[src/rtl/rv32_pkg.sv]
// RV32 instruction format enum, opcode constants and encoder helpers shared by the
// instruction-injection path.
package rv32_pkg;

   typedef enum logic [2:0] {
      FMT_R      = 3'd0,
      FMT_I      = 3'd1,
      FMT_S      = 3'd2,
      FMT_U      = 3'd3,
      FMT_B      = 3'd4,
      FMT_J      = 3'd5,
      FMT_SYSTEM = 3'd6
   } inst_fmt_t;

   localparam logic [6:0] OPC_LOAD   = 7'h03;
   localparam logic [6:0] OPC_OP_IMM = 7'h13;
   localparam logic [6:0] OPC_AUIPC  = 7'h17;
   localparam logic [6:0] OPC_STORE  = 7'h23;
   localparam logic [6:0] OPC_OP     = 7'h33;
   localparam logic [6:0] OPC_LUI    = 7'h37;
   localparam logic [6:0] OPC_BRANCH = 7'h63;
   localparam logic [6:0] OPC_JALR   = 7'h67;
   localparam logic [6:0] OPC_JAL    = 7'h6F;
   localparam logic [6:0] OPC_SYSTEM = 7'h73;

   localparam int INST_W = 32;

   typedef struct packed {
      logic              err;
      logic [INST_W-1:0] inst;
   } enc_word_t;

   // True when v is a sign-extension of its low 'bits' bits.
   function automatic logic fits_signed(input logic [31:0] v, input int bits);
      logic ok;
      ok = 1'b1;
      for (int i = 0; i < 32; i++) begin
         if (i >= bits - 1 && v[i] != v[bits-1]) ok = 1'b0;
      end
      return ok;
   endfunction

endpackage

[src/rtl/sync_fifo.sv]
// Circular FIFO, registered head; rd_dat reads 0 while empty.
// Latency 1 cycle push->visible; push ignored when full, pop ignored when empty.
// Synchronous active-low reset empties the queue.
module sync_fifo #(
   parameter int WIDTH = 32,
   parameter int DEPTH = 4
) (
   input  logic             clk,
   input  logic             rst_n,
   input  logic             push,
   input  logic             pop,
   input  logic [WIDTH-1:0] wr_dat,
   output logic [WIDTH-1:0] rd_dat,
   output logic             full,
   output logic             empty
);

   localparam int AW = (DEPTH > 1) ? $clog2(DEPTH) : 1;

   logic [WIDTH-1:0] mem [DEPTH];
   logic [AW-1:0]    wr_ptr;
   logic [AW-1:0]    rd_ptr;
   logic [AW:0]      cnt;
   logic             wr_en;
   logic             rd_en;

   assign full   = (cnt == (AW+1)'(DEPTH));
   assign empty  = (cnt == '0);
   assign wr_en  = push && !full;
   assign rd_en  = pop && !empty;
   assign rd_dat = empty ? '0 : mem[rd_ptr];

   // Storage needs no reset: the head is masked by empty.
   always_ff @(posedge clk) begin
      if (wr_en) mem[wr_ptr] <= wr_dat;
   end

   always_ff @(posedge clk) begin
      if (!rst_n) begin
         wr_ptr <= '0;
         rd_ptr <= '0;
         cnt    <= '0;
      end else begin
         if (wr_en) wr_ptr <= wr_ptr + AW'(1);
         if (rd_en) rd_ptr <= rd_ptr + AW'(1);
         if (wr_en && !rd_en)      cnt <= cnt + (AW+1)'(1);
         else if (rd_en && !wr_en) cnt <= cnt - (AW+1)'(1);
      end
   end

endmodule

[src/rtl/inst_encode_stream.sv]
// Packs decoded RV32 fields into instruction words; legality checks when ENCODE_CHECK_EN is defined.
// Latency: bundle accepted in cycle N appears at out_* in N+1 when the queue was empty.
// Backpressure: in_ready = queue not full; no same-cycle bypass when full.
module inst_encode_stream
   import rv32_pkg::*;
#(
   parameter int DEPTH = 4
) (
   input  logic        clk,
   input  logic        rst_n,
   input  logic        in_valid,
   output logic        in_ready,
   input  logic [2:0]  in_fmt,
   input  logic [6:0]  in_opcode,
   input  logic [4:0]  in_rd,
   input  logic [4:0]  in_rs1,
   input  logic [4:0]  in_rs2,
   input  logic [2:0]  in_funct3,
   input  logic [6:0]  in_funct7,
   input  logic [31:0] in_imm,
   output logic        out_valid,
   input  logic        out_ready,
   output logic [31:0] out_inst,
   output logic        out_err,
   output logic [15:0] err_count
);

   inst_fmt_t         fmt;
   logic [INST_W-1:0] enc_inst;
   logic              push;
   logic              pop;
   logic              full;
   logic              empty;

   assign fmt       = inst_fmt_t'(in_fmt);
   assign in_ready  = !full;
   assign out_valid = !empty;
   assign push      = in_valid && in_ready;
   assign pop       = out_valid && out_ready;

   // Unknown formats fall through to R packing.
   always_comb begin
      enc_inst = '0;
      case (fmt)
         FMT_I:      enc_inst = {in_imm[11:0], in_rs1, in_funct3, in_rd, in_opcode};
         FMT_S:      enc_inst = {in_imm[11:5], in_rs2, in_rs1, in_funct3, in_imm[4:0], in_opcode};
         FMT_B:      enc_inst = {in_imm[12], in_imm[10:5], in_rs2, in_rs1, in_funct3,
                                 in_imm[4:1], in_imm[11], in_opcode};
         FMT_U:      enc_inst = {in_imm[31:12], in_rd, in_opcode};
         FMT_J:      enc_inst = {in_imm[20], in_imm[10:1], in_imm[11], in_imm[19:12],
                                 in_rd, in_opcode};
         FMT_SYSTEM: enc_inst = {in_imm[11:0], in_rs1, in_funct3, in_rd, in_opcode};
         default:    enc_inst = {in_funct7, in_rs2, in_rs1, in_funct3, in_rd, in_opcode};
      endcase
   end

`ifdef ENCODE_CHECK_EN
   localparam int FW = INST_W + 1;

   logic      opc_err;
   logic      fmt_err;
   logic      enc_err;
   enc_word_t wr_word;
   enc_word_t rd_word;

   assign opc_err = (in_opcode[1:0] != 2'b11);
   assign enc_err = opc_err || fmt_err;

   always_comb begin
      fmt_err = 1'b0;
      case (fmt)
         FMT_R:          fmt_err = 1'b0;
         FMT_I, FMT_S:   fmt_err = !fits_signed(in_imm, 12);
         FMT_B:          fmt_err = !fits_signed(in_imm, 13) || in_imm[0];
         FMT_J:          fmt_err = !fits_signed(in_imm, 21) || in_imm[0];
         FMT_U:          fmt_err = |in_imm[11:0];
         FMT_SYSTEM:     fmt_err = |in_imm[31:12];
         default:        fmt_err = 1'b1;
      endcase
   end

   assign wr_word = '{err: enc_err, inst: enc_inst};

   sync_fifo #(.WIDTH(FW), .DEPTH(DEPTH)) u_fifo (
      .clk    (clk),
      .rst_n  (rst_n),
      .push   (push),
      .pop    (pop),
      .wr_dat (wr_word),
      .rd_dat (rd_word),
      .full   (full),
      .empty  (empty)
   );

   assign out_inst = rd_word.inst;
   assign out_err  = rd_word.err;

   // Counts accepted erroneous bundles, saturating rather than wrapping.
   always_ff @(posedge clk) begin
      if (!rst_n) begin
         err_count <= '0;
      end else if (push && enc_err && err_count != 16'hFFFF) begin
         err_count <= err_count + 16'd1;
      end
   end
`else
   logic [INST_W-1:0] rd_inst;

   sync_fifo #(.WIDTH(INST_W), .DEPTH(DEPTH)) u_fifo (
      .clk    (clk),
      .rst_n  (rst_n),
      .push   (push),
      .pop    (pop),
      .wr_dat (enc_inst),
      .rd_dat (rd_inst),
      .full   (full),
      .empty  (empty)
   );

   assign out_inst  = rd_inst;
   assign out_err   = 1'b0;
   assign err_count = '0;
`endif

endmodule

[config.mk]
export PLATFORM = sky130hd
export DESIGN_NAME = inst_encode_stream
export DESIGN_NICKNAME = d
export VERILOG_FILES = /design/src/rtl/rv32_pkg.sv /design/src/rtl/sync_fifo.sv /design/src/rtl/inst_encode_stream.sv
export SDC_FILE = /design/constraint.sdc
export NUM_CORES = 1
export LEC_CHECK = 0
export ABC_AREA = 0
export CORE_MARGIN = 2
export CORE_UTILIZATION = 54
export CTS_BUF_LIST = sky130_fd_sc_hd__clkbuf_4 sky130_fd_sc_hd__clkbuf_8
export CTS_CLUSTER_SIZE = 20
export DETAILED_ROUTE_END_ITERATION = 6
export PLACE_DENSITY = 0.91
export SLEW_MARGIN = 25
export SYNTH_ARGS = -nofsm -noshare
export SYNTH_HDL_FRONTEND = slang
export SYNTH_SLANG_ARGS = --single-unit
[constraint.sdc]
create_clock -name clk -period 2.15 [get_ports clk]
set_input_delay 0.5375 -clock clk [delete_from_list [all_inputs] [get_ports clk]]
set_output_delay 0.5375 -clock clk [all_outputs]
set_load 0.05 [all_outputs]
# Word-level counts from Yosys, hierarchy flattened
# Memories as Yosys holds them, arrays and structs flattened. A register that Yosys moved wholly into a read port is not among the register bits.
# Cells that the tools add are included.
[classes]
addsub = 4
eq_ne = 7
n_mux = 8
reduce_logical = 13
[op_table]
columns = ["cell", "count"]
rows = [
  ["$pmux W32 S5", 1],
  ["$mux W32", 1],
  ["$eq A3 B3 Y1 const B", 4],
  ["$eq A3 B2 Y1 const B", 2],
  ["$logic_and A1 B1 Y1", 6],
  ["$mux W3", 2],
  ["$add A2 B1 Y2 const B", 2],
  ["$logic_not A1 Y1", 4],
  ["$mux W2", 2],
  ["$add A3 B1 Y3 const B", 1],
  ["$eq A3 B1 Y1 const B", 1],
  ["$logic_not A3 Y1", 1],
  ["$sub A3 B1 Y3 const B", 1],
  ["$mux W1", 2],
  ["$reduce_bool A2 Y1", 1],
  ["$reduce_or A2 Y1", 1],
]
[word_totals]
register_bits = 7
mem_bits_rw = 128
inputBits = 71
output_inout_bits = 51
word_cells = 36
n_memories = 1
[mem_list]
columns = ["name", "depth", "word_bits", "rd", "rd_ports_with_merged_regs", "write_ports", "line", "text"]
rows = [
  ["u_fifo.mem", 4, 32, 1, 1, 1, "sync_fifo.sv:20", "logic [WIDTH-1:0] mem [DEPTH];"],
]

# Logic depth before layout (Yosys ltp)
# Gate-level depths: netlist of the first run.
[depth]
ltp_word = 8
mapped_depth = 8
mapped_depth_nobuf = 8

# Modules after synthesis
# From an unflattened synthesis of the first run, not the netlist that was laid out.
[hier_totals]
cells_unflattened = 388
hier_area_um2 = 6371.1
[modules_own_cells]
columns = ["module", "instances", "cells_each", "area_each_um2", "seq_area_each_um2"]
rows = [
  ["sync_fifo", 1, 251, 5311.3, 4023.9],
  ["inst_encode_stream", 1, 137, 1059.8, 0.0],
]

# Worst setup path before layout of the first run
# OpenSTA, ideal clock, no wires.
[synth_path]
kind = "register to register"
from = "register u_fifo.cnt[0]"
to = "memory u_fifo.mem[0][0] (enable)"
setup_time_ns = 0.392
arrival_ns = 1.860
t_required_ns = 1.758
path_slack_ns = -0.102
path_stages_with_launch = 4
n_path_buf = 0
period_less_slack_ns = 2.252
path_cell_list = "dfxtp_1 -> nor3b_1 -> inv_1 -> and3_1"
[synth_via]
elab_chain_len = 6
[synth_rtl]
columns = ["element", "line", "text"]
rows = [
  ["start: declaration", "sync_fifo.sv:23", "logic [AW:0] cnt;"],
  ["start signal: assignment", "sync_fifo.sv:46", "if (wr_en && !rd_en) cnt <= cnt + (AW+1)'(1);"],
  ["start signal: assignment", "sync_fifo.sv:47", "else if (rd_en && !wr_en) cnt <= cnt - (AW+1)'(1);"],
  ["$eq A3 B3 Y1 *", "sync_fifo.sv:27", "assign full = (cnt == (AW+1)'(DEPTH));"],
  ["$logic_not A1 Y1 *", "inst_encode_stream.sv:36", "assign in_ready = !full;"],
  ["via in_ready", "inst_encode_stream.sv:12", "output logic in_ready,"],
  ["$logic_and A1 B1 Y1", "inst_encode_stream.sv:38", "assign push = in_valid && in_ready;"],
  ["$logic_and A1 B1 Y1 *", "sync_fifo.sv:29", "assign wr_en = push && !full;"],
  ["$mux W1 *", "sync_fifo.sv:35", "if (wr_en) mem[wr_ptr] <= wr_dat;"],
  ["$mux W1 (not written as such) *", "sync_fifo.sv:35", ""],
  ["end: declaration", "sync_fifo.sv:20", ""],
]
# Mark *: on every way through the listed nets, which the timed path passes. The rest lies on a longest branch.

==> impl.org, run 1 <==
** Status
- Outcome :: finished, violations left
- The final reports fail on negative setup slack.

** Place
- Final weighted congestion in routability-driven placement :: 0.7464
- Dpl ws :: -0.3379 ns
- Number of I/O port buffers :: 104
- Dpl hpwl :: 8328 um

** Route
- Remaining antenna violation count after routing :: 0
- In this run, the number of DRC markers left after iteration 0 of detailed routing was 283.
- For this run, design rule violations remaining after detail routing come to 0.
- Summing over every cut layer, the via total after detailed routing is 3,833.
- Final wirelength :: 13,410 um
- The first detailed-routing pass took 5 iterations.
- Dividing the detail-routed via count by the number of cells gives 5.825.
- Routed WL per cell :: 20.38 um

** Synth
- Area leader, netlist :: edfxtp_1
- Sorting the synthesized cells by area gives the leading types as edfxtp_1, mux4_2, nor2b_1.
- For this run, the register share of the synthesized area comes to 0.6494.
- Synthesis warning total :: 0
- Number of register bits inferred by synthesis :: 137
- Top_reg_cell synth :: edfxtp_1
- The share of synthesized area in the top cell type comes to 0.6204.
- In the synthesized netlist, the number of instances is 372.
- EDFF count, synth :: 128
- Mean area per synthesized cell :: 16.66 um2
- Post-synthesis async set-or-reset flop share :: 0
- Number of distinct library cells after synthesis :: 45
- Post-synth design cell area :: 6196 um2

** Global route
- Overall global routing resource usage :: 0.2230
- The initial antenna violation count is 0.
- Total congestion overflow after global routing :: 0
- Via count of the first global-routing pass :: 4,023
- Pin count of the biggest net entering global routing :: 33
- The first global-routing pass estimated 20,940 um of wire.

** Timing
- Worst max-slew margin expressed relative to the limit :: 0.6626
- Final WS setup :: -0.2474 ns
- # setup viols final :: 32
- RSZ-0062 raised after global routing :: true
- Part of the cycle the worst path needs :: 1.115
- Across the routed clock network, the largest skew measured is 0.009332 ns.
- Final-report hold violation count :: 0
- At the pin with the least slew margin, the transition time is 0.5025 ns.
- Based on the critical path, the design can be clocked at up to 417.1 MHz.
- Shortest clock period the worst path allows after layout :: 2.397 ns
- Max-slew violations :: 0

** Cells and area
- The net count of the finished layout is 579.
- Final core occ :: 0.7334
- Layout-stage area growth over the synthesis result :: 34.01%
- Fraction of layout cells with a size suffix above 1 :: 0.3107
- The repair_antennas step left the layout with diodes totalling 0.

** Setup path
- Maximum net fanout on the critical path :: 14
- The worst setup path is captured at an output port.
- Critical path data required time :: 1.61 ns
- Data arrival time of the critical path :: 1.86 ns
- The worst setup path is of the reg2out kind.
- Critical path cell sequence :: buf_12, mux4_2, nor2b_1, buf_6
- The slowest stage of the critical path belongs to the cell mux4_2.
- For this run, the slowest stage of the critical path takes 0.52 ns.
- STA classifies the critical path startpoint as a register.

** Floorplanning
- For this configuration, the core starts out at a cell density of 0.5473.
- 122 I/O pins were placed.
- Die ar. :: 12,350 um2
- Overall die width :: 111.1 um
- The die is 111.1 um tall.
- After floorplanning, the core was divided into 39 placement rows.
- Core outline area :: 11,320 um2

** Run
- Max-capacitance violation count :: 0

** Clock tree
- Counting the buffers created by CTS gives 17.
- Clock slew seen by the registers of the worst setup and hold paths :: 0.07 ns
- No sink is reached through more buffers than the 2 on the longest clock path.
- TritonCTS sink count :: 137
- TritonCTS built the clock tree.
- CTS Hold Bufs :: 0
- H-tree depth reported by CTS :: 4
- CTS placed an instance of clkbuf_8 at the clock tree root.
- Insertion delay to the later sink of the worst-skew pair :: 0.42 ns

** Power and ir drop
- In this run the power density over the cells is 1259 nW/um2.
- IR Drop Worst-Case VDD :: 1008 uV
- For this design the static power due to leakage is 0.002902 uW.

** Worst hold path
- In this run the worst hold path is classified as reg2reg.
==> cells in the mapped netlist (2+ instances only) <==
cell type,instances
o31ai_1,2
inv_1,12
a311oi_1,2
mux4_2,32
xnor2_1,2
xor2_1,4
nand3b_1,6
o221ai_1,6
o21ai_0,8
dfxtp_1,9
a32oi_1,4
a21oi_1,10
buf_6,4
nand2b_1,2
o211ai_1,6
edfxtp_1,128
a22oi_1,4
mux2_4,8
ha_1,5
buf_4,19
nor2b_1,34
buf_2,7
mux2i_1,4
nand3_1,3
and3_1,4
o22a_1,2
nor2_1,14
clkbuf_1,5
mux2_2,8
nand2_1,2
nor3b_1,2
==> timing repair <==
action | CTS | global route
setup endpoints to repair | 34 | 35
pin swaps | 1 | 1
setup buffers | 3 | 1
gates cloned | 2 | 1
gates resized for setup | 33 | 9
==> path summary, 6_finish.rpt <==
check / from / to / slack, ns / cells past startpoint
setup / recovery: register / out_inst[9] / -0.25 / 4
setup reg to reg: u_fifo.cnt[0]$_SDFFE_PN0P_ / u_fifo.cnt[2]$_SDFFE_PN0P_ / 0.09 / 8
hold / removal: u_fifo.rd_ptr[1]$_SDFFE_PN0P_ / register / 0.52 / 2
hold reg to reg: u_fifo.rd_ptr[1]$_SDFFE_PN0P_ / register / 0.52 / 2
==> critical path, delay by kind of cell (launching register included) <==
family	cells	cell delay [ns]
simple gates	1	0.17
flops	1	0.41
buf+inv	2	0.35
mux	1	0.52
==> placed cells by master (no fill, tap or decap), drive strengths merged, types with 6 or more instances in the layout <==
cell type | netlist | layout
nand3b | 6 | 6
inv | 12 | 14
mux2 | 16 | 16
o221ai | 6 | 6
nor2 | 14 | 14
clkbuf | 5 | 18
o211ai | 6 | 6
mux4 | 32 | 32
dfxtp | 9 | 9
edfxtp | 128 | 128
a21oi | 10 | 10
clkinv | 0 | 6
o21ai | 8 | 8
buf | 31 | 60
nor2b | 34 | 34
conb | 1 | 17
clkdlybuf4s50 | 0 | 70
==> stage by stage <==
step                cell area (um2)  instances  total power, uW  hold WS [ns]  TNS [ns]
CTS                            8253        657            10440        0.5325    -7.956
global route                   8303        658            10840        0.5491    -9.234
finish                         8303        658            10460        0.5249    -6.688
floorplan                      6261        388             6121        0.4837         0
global placement               7630        620             7651        0.4902    -2.109
detailed placement             7630        620             7732        0.5184    -7.963
==> cell families after synthesis <==
logic type,share of synthesized area
flip-flops,0.6494
other,0.0006052
multiplexers,0.1567
XOR/XNOR,0.008481
AO/OA/AOI/OAI,0.05675
adder cells (fa/ha/maj),0.01333
buffers and inverters,0.04685
AND/OR/NAND/NOR,0.06785
==> layout make-up <==
cell class	count	area [um2]
sequential	137	4035
fill	696	3018
multi-input combinational	203	2013
timing repair buffer	131	1597
clock buffer	17	234.0
clock inverter	15	200.2
tap	143	178.9
inverter	12	45.04
==> flip-flops by register name, indices dropped and copies added, names as in the netlist, named ones only <==
signal         count
u_fifo.wr_ptr      2
u_fifo.mem       128
u_fifo.cnt         3
u_fifo.rd_ptr      2
==> power by group <==
group	switching, uW	total (uW)	internal, uW
Sequential	126	3380	3260
Clock	982	2250	1270
Combinational	2600	4820	2220
Total	3710	10500	6750
==> routing by layer <==
layer,vias up,share of wire,track usage
met1,1921,0.37,0.2712
li1,1687,-,-
met2,208,0.54,0.3914
met4,0,0.013,0.06996
met5,-,0,0
met3,17,0.078,0.05960
(Power assumes the default switching activity.)
==> inputs of run 2 (changes only) <==
--- a/config.mk
+++ b/config.mk
@@ -12,7 +12,7 @@
 export CTS_CLUSTER_SIZE = 20
 export DETAILED_ROUTE_END_ITERATION = 6
 export PLACE_DENSITY = 0.91
-export SLEW_MARGIN = 25
+export SLEW_MARGIN = 20
 export SYNTH_ARGS = -nofsm -noshare
 export SYNTH_HDL_FRONTEND = slang
 export SYNTH_SLANG_ARGS = --single-unit
==> results of run 2 <==
Final layout, timing and power as in run 1 (identical DEF).
==> inputs of run 3 (changes only) <==
--- a/config.mk
+++ b/config.mk
@@ -7,11 +7,10 @@
 export LEC_CHECK = 0
 export ABC_AREA = 0
 export CORE_MARGIN = 2
-export CORE_UTILIZATION = 54
-export CTS_BUF_LIST = sky130_fd_sc_hd__clkbuf_4 sky130_fd_sc_hd__clkbuf_8
+export CORE_UTILIZATION = 52
 export CTS_CLUSTER_SIZE = 20
 export DETAILED_ROUTE_END_ITERATION = 6
-export PLACE_DENSITY = 0.91
+export PLACE_DENSITY = 0.88
 export SLEW_MARGIN = 20
 export SYNTH_ARGS = -nofsm -noshare
 export SYNTH_HDL_FRONTEND = slang
==> impl.org, run 3 (synthesis gave the netlist of run 1 again) <==
** Global route
- The first global-routing pass estimated 21,140 um of wire.
- Total congestion overflow after global routing :: 0
- In the global route stage, overall resource usage came out at 0.2246.
- The via count of the first global-routing pass is 4,021.
- Pin count of the biggest net entering global routing :: 34
- Antenna violations before repair :: 0

** Route
- First-pass iteration count of the detailed router :: 6
- In the routed layout, each cell is associated on average with a via count of 5.861.
- For this block, the routed nets add up to 14,110 um of wire.
- For this block, the initial DRC count from the detailed router was 251.
- Via Count :: 3,886
- Routed WL per cell :: 21.29 um
- Remaining antenna violation count after routing :: 0
- DRC errors left :: 8

** Clock tree
- Insertion delay to the later sink of the worst-skew pair :: 0.40 ns
- The number of setup buffers added after CTS is 0.
- Clock Root Buffer :: clkbuf_16
- The clock passes through at most 2 buffers.
- Counting every sink on the clock net gives 137.
- TritonCTS created 17 clock buffers.
- TritonCTS clock tree :: yes
- CTS Hold Bufs :: 0
- Clock-pin slew was measured on the worst setup and hold paths at 0.06 ns.
- H-tree depth reported by CTS :: 4

** Cells and area
- Layout-stage area growth over the synthesis result :: 35.56%
- Most flop-heavy register :: u_fifo.mem
- Of the cells placed in the final design, the portion with a size suffix greater than 1 is 0.3115.
- Regs by FF count :: u_fifo.mem x128, u_fifo.cnt x3
- The register with the most flip-flops in the layout has 128 of them.
- Most common library cell in the layout ignoring fill and taps :: edfxtp_1
- Number of nets in the finished design :: 584
- Antenna diode count :: 0
- The top cell types in the final layout, fill and taps aside, are edfxtp_1, clkdlybuf4s50_1, nor2b_1, mux4_2, buf_6.

** Setup path
- Top cell family by delay on the critical path :: multiplexers
- Walking the worst path, the cells encountered are buf_12, mux4_2, nor2b_4, buf_6.
- Along the worst path, the maximum fanout reaches 8.
- Crit path launch type :: register
- Largest stage delay, worst path :: 0.55 ns
- Standard cell with the maximum stage delay on the critical path :: mux4_2
- Worst Path Buf+Inv :: 2
- Category of the most critical setup path :: reg2out
- The worst setup path is captured at an output port.
- At the worst endpoint, the required time is 1.61 ns.
- At the worst endpoint, the arrival time is 1.86 ns.

** Floorplanning
- Number of cell rows :: 39
- Die ar. :: 12,800 um2
- For this configuration, the core starts out at a cell density of 0.5380.
- Top-level port count :: 122
- Y dimension of the die :: 113.2 um
- Overall die width :: 113.2 um
- Core outline area :: 11,520 um2

** Place
- Number of I/O port buffers :: 104
- At the end of routability-driven placement, the weighted congestion stood at 0.7936.
- Dpl hpwl :: 9304 um

** Power and ir drop
- Clock share of power :: 0.258
- In this run the power spent charging and discharging nets is 3766 uW.
- Of the total power, the share spent switching nets is 0.3484.
- Leakage :: 0.002961 uW
- The worst-case IR drop observed on VDD is 625.2 uV.
- Internal power :: 7044 uW
- Sequential power share :: 0.316
- Power per unit of standard cell area :: 1287 nW/um2
- Of the total power, combinational logic draws 0.426.
- The design draws 10,810 uW.

** Timing
- # setup viols final :: 33
- Setup slack on the critical path of the routed design comes to -0.2487 ns.
- On the final layout, the worst clock skew is 0.007012 ns.
- Total Negative Setup Slacks :: -6.644 ns
- Slew @ Worst Pin :: 0.5361 ns
- In the finished design, the share of the clock period the worst path needs comes to 1.116.
- Setup repair after global routing could not meet its margin everywhere.
- The count of final hold-check violations came to 0.
- The routed design could run at a clock period as short as 2.399 ns.
- Highest Clock Rate :: 416.9 MHz
- Max-slew violations :: 0
- Worst max-slew margin expressed relative to the limit :: 0.6388
- On the final layout, the worst hold slack is 0.5284 ns.

** Status
- Violated checks :: design-rule violations, negative setup slack
- The run finished, with violations left.

** Run
- Across the run, the number of max-cap violations was 0.

** Worst hold path
- The min-delay analysis places its worst path in the category reg2reg.
run 3: changes by cell type in the layout (fill, tap and decap cells not counted), moves of 2 or more:
cell / delta
nor2b_4: -2
buf_4: +7
buf_6: +4
clkbuf_16: +17
clkinv_4: -2
nor2b_1: +3
bufinv_16: -2
buf_12: -6
clkbuf_8: -17
inv_6: +2
run 3: final cells by class:
type,instances,area (um2)
Clock buffer,18,429.2
Clock inverter,14,145.1
Fill cell,698,3117
Inverter,12,45.04
Multi-Input combinational cell,203,1996
Sequential cell,137,4031
Tap cell,143,178.9
Timing Repair Buffer,136,1574
run 3: worst reg2reg max path: cells and delay by family (launching register included):
| family | cells | cell delay, ns |
|---|---|---|
| buf+inv | 1 | 0.05 |
| flops | 1 | 0.42 |
| fa+ha+maj | 2 | 0.56 |
| simple gates | 1 | 0.33 |
| compound gates | 2 | 0.42 |
| xor+xnor | 1 | 0.16 |
run 3: per-layer routing:
metal	wire length (um)	part of all wire	global-route usage	vias up
met1	5113	0.36	0.2580	1958
met3	1002	0.071	0.05517	30
met5	0	0	0	-
met4	336	0.024	0.09512	0
li1	-	-	-	1706
met2	7662	0.54	0.4012	192
run 3: worst paths after layout:
check	start	slack [ns]	end	cells past startpoint
hold reg to reg	u_fifo.wr_ptr[0]$_SDFFE_PN0P_	0.53	u_fifo.wr_ptr[0]$_SDFFE_PN0P_	2
setup reg to reg	u_fifo.cnt[1]$_SDFFE_PN0P_	0.14	u_fifo.cnt[2]$_SDFFE_PN0P_	7
setup / recovery	register	-0.25	out_inst[20]	4
hold / removal	u_fifo.wr_ptr[0]$_SDFFE_PN0P_	0.53	u_fifo.wr_ptr[0]$_SDFFE_PN0P_	2
run 3: through the flow:
step	setup WS (ns)	utilization	area, um2	instances
2_1_floorplan	0.02216	-	6261	388
3_3_place_gp	-0.2663	0.6630	7635	629
3_5_place_dp	-0.3272	0.6630	7635	629
4_1_cts	-0.2733	0.7241	8339	662
5_1_grt	-0.2963	0.7294	8399	663
6_report	-0.2487	0.7294	8399	663
run 3: repair_timing:
item | CTS | global route
cloned | 1 | 1
resized for setup | 29 | 10
pin swaps | 0 | 1
setup endpoints to repair | 33 | 35
run 3: power by group through the flow:
| stage | combinational, uW | clock (uW) | sequential [uW] |
|---|---|---|---|
| 6_report | 4610 | 2790 | 3410 |
| 5_1_grt | 4810 | 2940 | 3440 |
| 4_1_cts | 4510 | 2830 | 3400 |
| 3_5_place_dp | 4240 | 0 | 3430 |
| 3_3_place_gp | 4190 | 0 | 3400 |
| 2_1_floorplan | 2750 | 0 | 3370 |
